### config.mk
export PLATFORM = sky130hd
export DESIGN_NAME = multicycle_main_control
export DESIGN_NICKNAME = d
export VERILOG_FILES = /design/src/rtl/multicycle_main_control.sv
export SDC_FILE = /design/constraint.sdc
export NUM_CORES = 1
export LEC_CHECK = 0
export CAP_MARGIN = 0
export CORE_MARGIN = 2
export CORE_UTILIZATION = 55
export CTS_BUF_LIST = sky130_fd_sc_hd__clkbuf_8
export CTS_CLUSTER_SIZE = 12
export DETAILED_ROUTE_END_ITERATION = 12
export DONT_BUFFER_PORTS = 1
export HOLD_SLACK_MARGIN = 0.1
export PLACE_DENSITY = 0.69
export SLEW_MARGIN = 25
export SYNTH_ARGS = -nofsm -noshare
export SYNTH_HDL_FRONTEND = slang
export SYNTH_SLANG_ARGS = --single-unit
### constraint.sdc
create_clock -name CLK -period 2.15 [get_ports CLK]
set_input_delay 0.645 -clock CLK [delete_from_list [all_inputs] [get_ports CLK]]
set_output_delay 0.645 -clock CLK [all_outputs]
set_load 0.02 [all_outputs]
### src/rtl/multicycle_main_control.sv
// multicycle_main_control: multi-cycle fetch/decode/execute/mem/wb sequencer with a shared-memory
// request/ack handshake, wait timeout, sticky fault traps and a retired-instruction counter.
module multicycle_main_control #(
    parameter int MEM_TIMEOUT = 16,
    parameter int CNT_W = 32
) (
    input  logic             CLK,
    input  logic             RST,
    input  logic             EN_PC,
    input  logic [6:0]       Opcode,
    input  logic             Branch_Taken,
    input  logic             Mem_Ack,
    input  logic             Trap_Clr,
    output logic             Mem_Req,
    output logic             IR_Wr_En,
    output logic             PC_Wr_En,
    output logic             MEM_Wr_En,
    output logic             Reg_Wr_En,
    output logic [1:0]       Src_to_Reg,
    output logic             ALU_Src1_Sel,
    output logic             ALU_Src2_Sel,
    output logic             Branch,
    output logic             Jump,
    output logic             undef_instr,
    output logic             Mem_Timeout,
    output logic             Instr_Done,
    output logic [CNT_W-1:0] Instr_Cnt,
    output logic [2:0]       State
);
    localparam int WW = MEM_TIMEOUT > 1 ? $clog2(MEM_TIMEOUT) : 1;
    localparam logic [WW-1:0] LAST_WAIT = WW'(MEM_TIMEOUT - 1);
    localparam logic [6:0] OP_R     = 7'b0110011;
    localparam logic [6:0] OP_IMM   = 7'b0010011;
    localparam logic [6:0] OP_LOAD  = 7'b0000011;
    localparam logic [6:0] OP_STORE = 7'b0100011;
    localparam logic [6:0] OP_BR    = 7'b1100011;
    localparam logic [6:0] OP_JAL   = 7'b1101111;
    localparam logic [6:0] OP_JALR  = 7'b1100111;
    localparam logic [6:0] OP_LUI   = 7'b0110111;
    localparam logic [6:0] OP_AUIPC = 7'b0010111;

    typedef enum logic [2:0] {
        S_IDLE = 3'd0, S_FETCH = 3'd1, S_DECODE = 3'd2, S_EXEC = 3'd3,
        S_MEM = 3'd4, S_WB = 3'd5, S_TRAP = 3'd7
    } state_t;

    state_t           r_state, w_next;
    logic [6:0]       r_opc;
    logic [WW-1:0]    r_wait;
    logic [CNT_W-1:0] r_cnt;
    logic             r_undef, r_tmo;
    logic             w_ld, w_st, w_br, w_jmp, w_known, w_req, w_tmo_hit, w_done;
    logic [1:0]       w_sel;

    assign w_ld    = r_opc == OP_LOAD;
    assign w_st    = r_opc == OP_STORE;
    assign w_br    = r_opc == OP_BR;
    assign w_jmp   = r_opc == OP_JAL || r_opc == OP_JALR;
    assign w_known = Opcode inside {OP_R, OP_IMM, OP_LOAD, OP_STORE, OP_BR, OP_JAL, OP_JALR, OP_LUI, OP_AUIPC};
    assign w_sel   = r_opc == OP_R ? 2'b00 : (w_br || r_opc == OP_JAL || r_opc == OP_AUIPC) ? 2'b11 : 2'b01;
    assign w_req   = EN_PC && (r_state == S_FETCH || r_state == S_MEM);
    // an ack arriving on the final allowed wait cycle takes priority over the timeout
    assign w_tmo_hit = MEM_TIMEOUT != 0 && r_wait == LAST_WAIT && !Mem_Ack;
    assign w_done  = EN_PC && ((r_state == S_EXEC && w_br) || (r_state == S_MEM && Mem_Ack && w_st) || r_state == S_WB);

    always_comb begin
        w_next = r_state;
        if (r_state == S_TRAP)
            w_next = Trap_Clr ? S_IDLE : S_TRAP;
        else if (EN_PC)
            case (r_state)
                S_IDLE:   w_next = S_FETCH;
                S_FETCH:  w_next = Mem_Ack ? S_DECODE : w_tmo_hit ? S_TRAP : S_FETCH;
                S_DECODE: w_next = w_known ? S_EXEC : S_TRAP;
                S_EXEC:   w_next = w_br ? S_FETCH : (w_ld || w_st) ? S_MEM : S_WB;
                S_MEM:    w_next = Mem_Ack ? (w_ld ? S_WB : S_FETCH) : w_tmo_hit ? S_TRAP : S_MEM;
                S_WB:     w_next = S_FETCH;
                default:  w_next = S_IDLE;
            endcase
    end

    always_ff @(posedge CLK or posedge RST) begin
        if (RST) begin
            r_state <= S_IDLE;
            r_opc   <= '0;
            r_wait  <= '0;
            r_cnt   <= '0;
            r_undef <= 1'b0;
            r_tmo   <= 1'b0;
        end else begin
            r_state <= w_next;
            if (EN_PC && r_state == S_DECODE)
                r_opc <= Opcode;
            if (w_next != r_state && (w_next == S_FETCH || w_next == S_MEM))
                r_wait <= '0;
            else if (w_req && !Mem_Ack)
                r_wait <= r_wait + 1'b1;
            if (r_state == S_TRAP && Trap_Clr) begin
                r_undef <= 1'b0;
                r_tmo   <= 1'b0;
            end else begin
                r_undef <= r_undef | (EN_PC && r_state == S_DECODE && !w_known);
                r_tmo   <= r_tmo | (w_req && w_tmo_hit);
            end
            if (w_done)
                r_cnt <= r_cnt + 1'b1;
        end
    end

    assign State        = r_state;
    assign Mem_Req      = w_req;
    assign IR_Wr_En     = EN_PC && r_state == S_FETCH && Mem_Ack;
    assign PC_Wr_En     = IR_Wr_En || (EN_PC && ((r_state == S_EXEC && w_br && Branch_Taken) || (r_state == S_WB && w_jmp)));
    assign MEM_Wr_En    = w_req && r_state == S_MEM && w_st;
    assign Reg_Wr_En    = EN_PC && r_state == S_WB;
    assign Src_to_Reg   = r_state != S_WB ? 2'b00 : w_ld ? 2'b01 : w_jmp ? 2'b10 : 2'b00;
    assign {ALU_Src1_Sel, ALU_Src2_Sel} = (r_state == S_EXEC || (r_state == S_WB && w_jmp)) ? w_sel : 2'b00;
    assign Branch       = r_state == S_EXEC && w_br;
    assign Jump         = r_state == S_WB && w_jmp;
    assign undef_instr  = r_undef;
    assign Mem_Timeout  = r_tmo;
    assign Instr_Done   = w_done;
    assign Instr_Cnt    = r_cnt;
endmodule

After elaboration in Yosys (flattened, before gate mapping)
Cells that the tools add are included.
Word-level totals
  word-level logic and storage cells: 96
  flip-flop bits (word level): 48
  input bits: 13
  output and inout bits: 49
Cells by class
  equality and inequality tests: 27
  mux-type cells: 22
  add/subtract/negate cells: 2
  bitwise logic cells: 2
  reduce and logical (&&, ||, !) cells: 37
Operators with widths (number)
  equality test 7 bit (second input constant): 6
  equality test 7 x 6 -> 1 bit (second input constant): 5
  adder 32 x 1 -> 32 bit (second input constant): 1
  2-to-1 mux 3 bit: 9
  equality test 7 x 5 -> 1 bit (second input constant): 3
  logical AND 1 bit: 20
  case mux 3 bit (5 select lines): 1
  equality test 7 x 2 -> 1 bit (second input constant): 2
  2-to-1 mux 2 bit: 7
  equality test 3 bit (second input constant): 4
  logical OR 1 bit: 11
  nonzero test 9 bit: 1
  2-to-1 mux 4 bit: 2
  equality test 3 x 1 -> 1 bit (second input constant): 2
  equality test 3 x 2 -> 1 bit (second input constant): 2
  adder 4 x 1 -> 4 bit (second input constant): 1
  equality test 4 bit (second input constant): 1
  logical NOT 3 bit: 1
  2-to-1 mux 1 bit: 3
  inequality test 3 bit: 1
  inequality test 3 bit (second input constant): 1
  logical NOT 1 bit: 2
  OR 1 bit: 2
  nonzero test 2 bit: 1
  OR reduction 2 bit: 1

Depth between registers and ports, before layout
Gate-level depths: netlist (run 1).
  depth after elaboration: 11
  depth in mapped cells: 7

Worst setup path before layout (run 1)
OpenSTA, ideal clock, no wires.
  path kind: register to output
  start point: register r_state[0], in the netlist State[0]
  end point: output ALU_Src1_Sel
  setup slack: -0.645 ns
  cell stages (with the launch flop): 6
  arrival: 2.150 ns
  cell sequence: dfrtp_1 -> nor2b_1 -> nand2_1 -> nor2_1 -> a2bb2oi_1 -> and4b_1
Between the ends
  longest elaborated chain between the ends: 4
Ends and longest elaborated chain
  from (decl): RTL line 47  | state_t r_state, w_next;
  from (signal assigned): RTL line 91  | r_state <= w_next;
  equality test 3 bit
  logical AND 1 bit
  named net Jump: RTL line 23  | output logic Jump,
  logical OR 1 bit: RTL line 117  | assign {ALU_Src1_Sel, ALU_Src2_Sel} = (r_state == S_EXEC || (r_state == S_WB && w_jmp)) ? w_sel : 2'b00;
  2-to-1 mux 2 bit: RTL line 117
  to (decl): RTL line 20  | output logic ALU_Src1_Sel,
The timed path passes the listed nets, and every way through them passes these cells.

Worst setup path in the final report (run 1)
  start point: register r_state[2], in the netlist State[2]
  end point: output Instr_Done
Between the ends
  longest elaborated chain between the ends: 6
Ends and longest elaborated chain
  equality test 3 bit: RTL line 64  | assign w_done = EN_PC && ((r_state == S_EXEC && w_br) || (r_state == S_MEM && Mem_Ack && w_st) || r_state == S ...
  logical AND 1 bit (2 in series): RTL line 64
  logical OR 1 bit: RTL line 64
  logical OR 1 bit (*): RTL line 64
  logical AND 1 bit (*): RTL line 64
  to (decl): RTL line 26  | output logic Instr_Done,
Every way passes the cells marked *; elsewhere a longest branch is shown, timed or not.

==> impl_metrics.toml, run 1 <==
[worst_setup_path]
max_stage_delay_ns = 0.51
start_kind = "flip-flop"
cp.required_ns = 1.50
crit_chain = "and3b_2 > a32oi_2 > a21boi_2 > buf_4"
crit_path_top_delay_cell = "dfrtp_1"
reg2reg_slack_ns = 0.16
path_class = "flip-flop to output pin"
crit_path_end_kind = "output pin"
cp_num_buf_inv = 1
critPathTopFamily = "flip-flops"
cp_max_fo = 7
arrival_ns = 1.73

[synthesis]
synth_compound_area_share_pct = 11.1
synth.area.top_cells = "dfrtp_1, xnor2_1, nand4_1, nand3_1, mux2_2"
synth_area_um2 = 2680
synth_fa_ha_area_share_pct = 0.935
synth-async-reset-ratio_pct = 100
synth-simple-area-share_pct = 24.7
synth_most_common_cell = "dfrtp_1"
synth_edf_count = 0
netlist_instances = 255
synth_cell_type_count = 54
ys.flop_type = "dfrtp_1"
synth_top_area_share_pct = 44.9
yosysWarnings = 0
yosysTopAreaCell = "dfrtp_1"
synthMuxAreaShare_pct = 3.32
synth-seq-cells = 48
synth_top_family_by_area = "simple AND/OR/NAND/NOR gates"
synth_common_cells = "dfrtp_1, xnor2_1, nand2_1, nor2_1, nand3_1"
synth_xor_area_share_pct = 11.8
seq_area_frac_synth_pct = 44.9
synth_area_per_cell_um2 = 10.5
synth_nets = 270

[place]
gp_congestion = 0.833
dp_cells = 337
dpl.hpwl_um = 4320
port_buffers = 0
place_ws_ns = 0.0232

[routing]
drt-vias-per-instance = 5.88
ant_nets = 0
drc = 0
drt-initial-drc-count = 68
drt-total-wl_um = 5750
via_count = 2063
wire_per_inst_um = 16.4
drt_pre_antenna_iters = 5

[power]
sw_frac_of_total_pct = 36.9
pwr-share-seq_pct = 38.2
p_leak_nw = 1.46
p_clk_share_pct = 20.0
comb_power_share_pct = 41.8
ir_drop_mv = 0.419
p_int_w = 0.00201
power_density_nw_per_um2 = 989
switchingPower_w = 0.00117
total_power_w = 0.00319

[sta]
clock_skew_ns = 0.00958
fin_ws_ns = -0.227
worst_slew_pin_slew_ns = 0.465
max_clock_freq_mhz = 421
fin_crit_ns = 2.38
finalCritPeriodShare_pct = 111
rsz0062_at_grt = "yes"
setup_viol = 8
slew_violations = 0
relSlewSlack_pct = 69.0
hold_viol = 0

[clocking]
cts.clk_slew.worst_paths_ns = 0.09
postCtsHoldBufs = 0
clockBufferDepth = 2
clock_latency_ns = 0.30
cts_tree = "built"
root_buffer = "clkbuf_8"
htreeDepth = 2
cts_buffers = 5
numClockSinks = 48

[run_status]
outcome = "finished with violations"
violations = "setup timing"

[floorplanning]
io_pins = 62
start_util_pct = 57.0
core_area_um2 = 4690
chipWidth_um = 73.7
num_rows = 25
chipHeight_um = 73.7
dieArea_um2 = 5440

[global_route]
grt_antenna_before_repair = 0
grt_pass1_vias = 2102
grt_pass1_wl_um = 9560
grt_remaining_overflow = 0
grt_max_degree = 19
grt_util_all_layers_pct = 22.8

[final_layout]
area_delta_synth_final_pct = 20.4
final_nets = 311
fillers = 372
drive_gt1_share_pct = 31.0
fin_cells = 351
diodes = 0
final_core_util_pct = 68.7

[hold_path]
worstHoldPathType = "input pin to async pin"

[flow_run]
maxCapViolations = 0
layout by cell type, fill, tap and decap left out, types with 2 or more instances in the layout:
| master | instances |
|---|---|
| mux2_2 | 7 |
| nor2b_1 | 3 |
| nor2_1 | 14 |
| and3_1 | 12 |
| nand2_1 | 18 |
| nand3_1 | 15 |
| nand2b_1 | 3 |
| and3b_1 | 2 |
| xor2_1 | 4 |
| a21boi_2 | 2 |
| inv_1 | 2 |
| buf_4 | 40 |
| nor2_2 | 2 |
| nor3_2 | 3 |
| ha_1 | 2 |
| and3b_2 | 2 |
| nor2b_2 | 2 |
| xnor2_1 | 32 |
| and4_1 | 5 |
| a21oi_1 | 2 |
| buf_6 | 4 |
| clkbuf_8 | 5 |
| nor2_4 | 3 |
| a21o_1 | 2 |
| nand4_1 | 13 |
| and2_1 | 5 |
| a211oi_1 | 5 |
| dfrtp_1 | 47 |
| and2b_1 | 2 |
| o21ai_0 | 5 |
stage by stage:
step / TNS (ns) / hold WS [ns] / instance area [um2]
floorplan: -0.117 / 0.510 / 2710
global placement: 0 / 0.526 / 3000
detailed placement: 0 / 0.528 / 3000
CTS: -0.908 / 0.195 / 3170
global route: -1.46 / 0.214 / 3220
finish: -0.892 / 0.190 / 3220
sequential cells by signal, indices dropped and copies added (netlist names):
name         count
r_wait           4
Instr_Cnt       32
Mem_Timeout      1
State            3
undef_instr      1
r_opc            7
worst reg2reg max path, cell delays in order, from the launching register on:
cell      delay, ns
dfrtp_1        0.38
and4bb_4       0.41
buf_6          0.12
buf_4          0.09
a21boi_2       0.04
o211a_1        0.25
o311a_4        0.37
a211oi_1       0.22
path summary, 6_finish.rpt:
check,startpoint,endpoint,depth (start not counted)
worst min-delay path,RST,undef_instr,1
min in group CLK,Opcode[2],r_opc[2],1
max in group asynchronous,RST,Instr_Cnt[24],2
worst max register to register,r_opc[2],r_wait[3],7
worst min register to register,Instr_Cnt[13],Instr_Cnt[13],2
worst max-delay path,State[2],Instr_Done,4
cell type report:
class,instances,area [um2],area share (%)
well taps,54,67.6,2.10
flip-flops and latches,48,1200,37.3
repair buffers,45,365,11.3
inverters,3,11.3,0.350
clock inverters,3,42.5,1.32
clock buffers,5,68.8,2.14
multi-input cells,193,1460,45.4
cell families (layout without fill, tap and decap cells):
family                     after synthesis  count (layout)
DFF                                     48              48
buffers and inverters                   14              56
muxes                                    8               8
and+or+nand+nor                        114             114
xor gates and xnor gates                36              36
AOI/OAI and AO/OA                       33              33
adders and majority gates                2               2
power by group through the flow:
| stage | sequential, W | combinational, W | clock, W |
|---|---|---|---|
| final | 0.00122 | 0.00133 | 0.000638 |
| after global routing | 0.00124 | 0.00145 | 0.000690 |
| after CTS | 0.00122 | 0.00129 | 0.000655 |
| after detailed placement | 0.00123 | 0.00124 | 0 |
| after global placement | 0.00123 | 0.00122 | 0 |
| after floorplan | 0.00128 | 0.000790 | 0 |
what timing repair did:
| action | 4_1_cts | 5_1_grt |
|---|---|---|
| endpoints found under the setup margin | 8 | 14 |
| resized for setup | 9 | 10 |
| pin swaps | 6 | 7 |
| setup buffers | 4 | 3 |
metal layers:
layer  routed length, um  up-vias  GRT usage (%)
met5                   0        -              0
met4                  88        0           8.08
met3                 326        7           6.31
met2                2840       52           37.9
met1                2490     1010           28.4
li1                    -      994              -
Note: power is estimated with default switching activity, not from simulation.
==> run 2, diff against run 1 <==
--- a/config.mk
+++ b/config.mk
@@ -6,7 +6,7 @@
 export NUM_CORES = 1
 export LEC_CHECK = 0
 export CAP_MARGIN = 0
-export CORE_MARGIN = 2
+export CORE_MARGIN = 8
 export CORE_UTILIZATION = 55
 export CTS_BUF_LIST = sky130_fd_sc_hd__clkbuf_8
 export CTS_CLUSTER_SIZE = 12
==> impl_metrics.toml, run 2 (synthesis gave the netlist of run 1 again) <==
[flow_run]
maxCapViolations = 0

[global_route]
grt_pass1_wl_um = 9300
grt_max_degree = 28
grt_pass1_vias = 1919
grt_antenna_before_repair = 0
grt_remaining_overflow = 0
grt_util_all_layers_pct = 15.8

[power]
switchingPower_w = 0.00120
p_leak_nw = 1.46
p_int_w = 0.00200
p_clk_share_pct = 16.8
power_density_nw_per_um2 = 988
ir_drop_mv = 0.469
pwr-share-seq_pct = 38.3
comb_power_share_pct = 44.9
sw_frac_of_total_pct = 37.5

[sta]
fin_crit_ns = 2.33
rsz0062_at_grt = "yes"
hold_viol = 0
clock_skew_ns = 0.00680
fin_ws_ns = -0.177
relSlewSlack_pct = 64.0
finalCritPeriodShare_pct = 108
setup_viol = 5
slew_violations = 0
worst_slew_pin_slew_ns = 0.539
whs_ns = 0.272
max_clock_freq_mhz = 430

[final_layout]
area_delta_synth_final_pct = 21.0
fin_cells = 361
final_nets = 308
layout.cells.most_common = "dfrtp_1"
diodes = 0
drive_gt1_share_pct = 29.9
final_cell_mix = "dfrtp_1, buf_4, xnor2_1, nand2_1"
largest_reg_flops = 32

[worst_setup_path]
start_kind = "flip-flop"
path_class = "flip-flop to output pin"
reg2reg_slack_ns = 0.09
crit_path_end_kind = "output pin"
cp_max_fo = 3
cp.required_ns = 1.50
arrival_ns = 1.68

[routing]
drc = 0
drt_pre_antenna_iters = 4
drt-total-wl_um = 6080
via_count = 2078
ant_nets = 0
drt-vias-per-instance = 5.76
drt-initial-drc-count = 93
wire_per_inst_um = 16.8

[clocking]
cts.clk_slew.worst_paths_ns = 0.09
numClockSinks = 48
cts_buffers = 5
clock_latency_ns = 0.29
root_buffer = "clkbuf_8"
htreeDepth = 2
clockBufferDepth = 2
cts_tree = "built"
postCtsHoldBufs = 0

[place]
dp_cells = 345
gp_congestion = 0.826
dpl.hpwl_um = 4500
port_buffers = 0
place_ws_ns = 0.120

[hold_path]
worstHoldPathType = "input pin to async pin"

[run_status]
violations = "setup timing"
outcome = "finished with violations"

[floorplanning]
dieArea_um2 = 7350
chipWidth_um = 85.7
core_area_um2 = 4720
num_rows = 25
chipHeight_um = 85.7
io_pins = 62
start_util_pct = 56.6
## run 2: changes by cell type in the layout (fill, tap and decap cells not counted), sizes merged
| cell | change |
|---|---|
| clkinvlp | -1 |
| clkbuf | +2 |
| clkinv | +1 |
| bufinv | -1 |
| buf | -4 |
## run 2: cell type report
type,instances,area (um2)
flip-flops and latches,48,1200
clock inverters,2,10.0
clock buffers,6,82.6
multi-input cells,193,1480
fillers,372,1490
repair buffers,42,363
well taps,67,83.8
inverters,3,11.3
## run 2: repair_timing
| item | CTS | global route |
|---|---|---|
| setup endpoints to repair | 5 | 13 |
| setup buffers | 3 | 4 |
| endpoints found under the hold margin | 0 | 0 |
| gates cloned | 0 | 1 |
| gates resized for setup | 10 | 11 |
| pin swaps | 5 | 3 |
## run 2: power by group through the flow
stage	clock, W	combinational [W]	sequential (W)
2_1_floorplan	0	0.000790	0.00128
3_3_place_gp	0	0.00116	0.00124
3_5_place_dp	0	0.00118	0.00124
4_1_cts	0.000560	0.00125	0.00123
5_1_grt	0.000595	0.00154	0.00125
6_report	0.000538	0.00143	0.00122
## run 2: worst paths after layout
check | startpoint | to | cells past startpoint
worst max-delay path | r_opc[4] | ALU_Src1_Sel | 5
worst min register to register | Instr_Cnt[13] | Instr_Cnt[13] | 2
worst max register to register | State[1] | r_wait[0] | 8
min in group CLK | Opcode[2] | r_opc[2] | 1
worst min-delay path | RST | Instr_Cnt[2] | 1
max in group asynchronous | RST | Instr_Cnt[21] | 2
## run 2: metal layers
layer	GRT usage, %	vias to the layer above	share of wire, %
met1	18.9	1023	42
met5	0	-	0
met2	24.9	59	48
met3	6.59	4	9.9
met4	5.73	0	0.76
li1	-	992	-
## run 2: critical path: stages, from the launching register on
cell and delay [ns]:
dfrtp_1 0.38, and3b_2 0.25, nand4_1 0.16, nor2_4 0.16
a2bb2oi_4 0.14, and4b_2 0.30
## run 2: per-stage QoR
stage	power, W	util (%)	instance area [um2]	TNS, ns
after global placement	0.00240	62.9	2970	0
after floorplan	0.00207	-	2710	-0.117
after CTS	0.00303	66.2	3130	-0.612
after detailed placement	0.00243	62.9	2970	0
after global routing	0.00339	68.5	3240	-1.27
final	0.00320	68.5	3240	-0.598
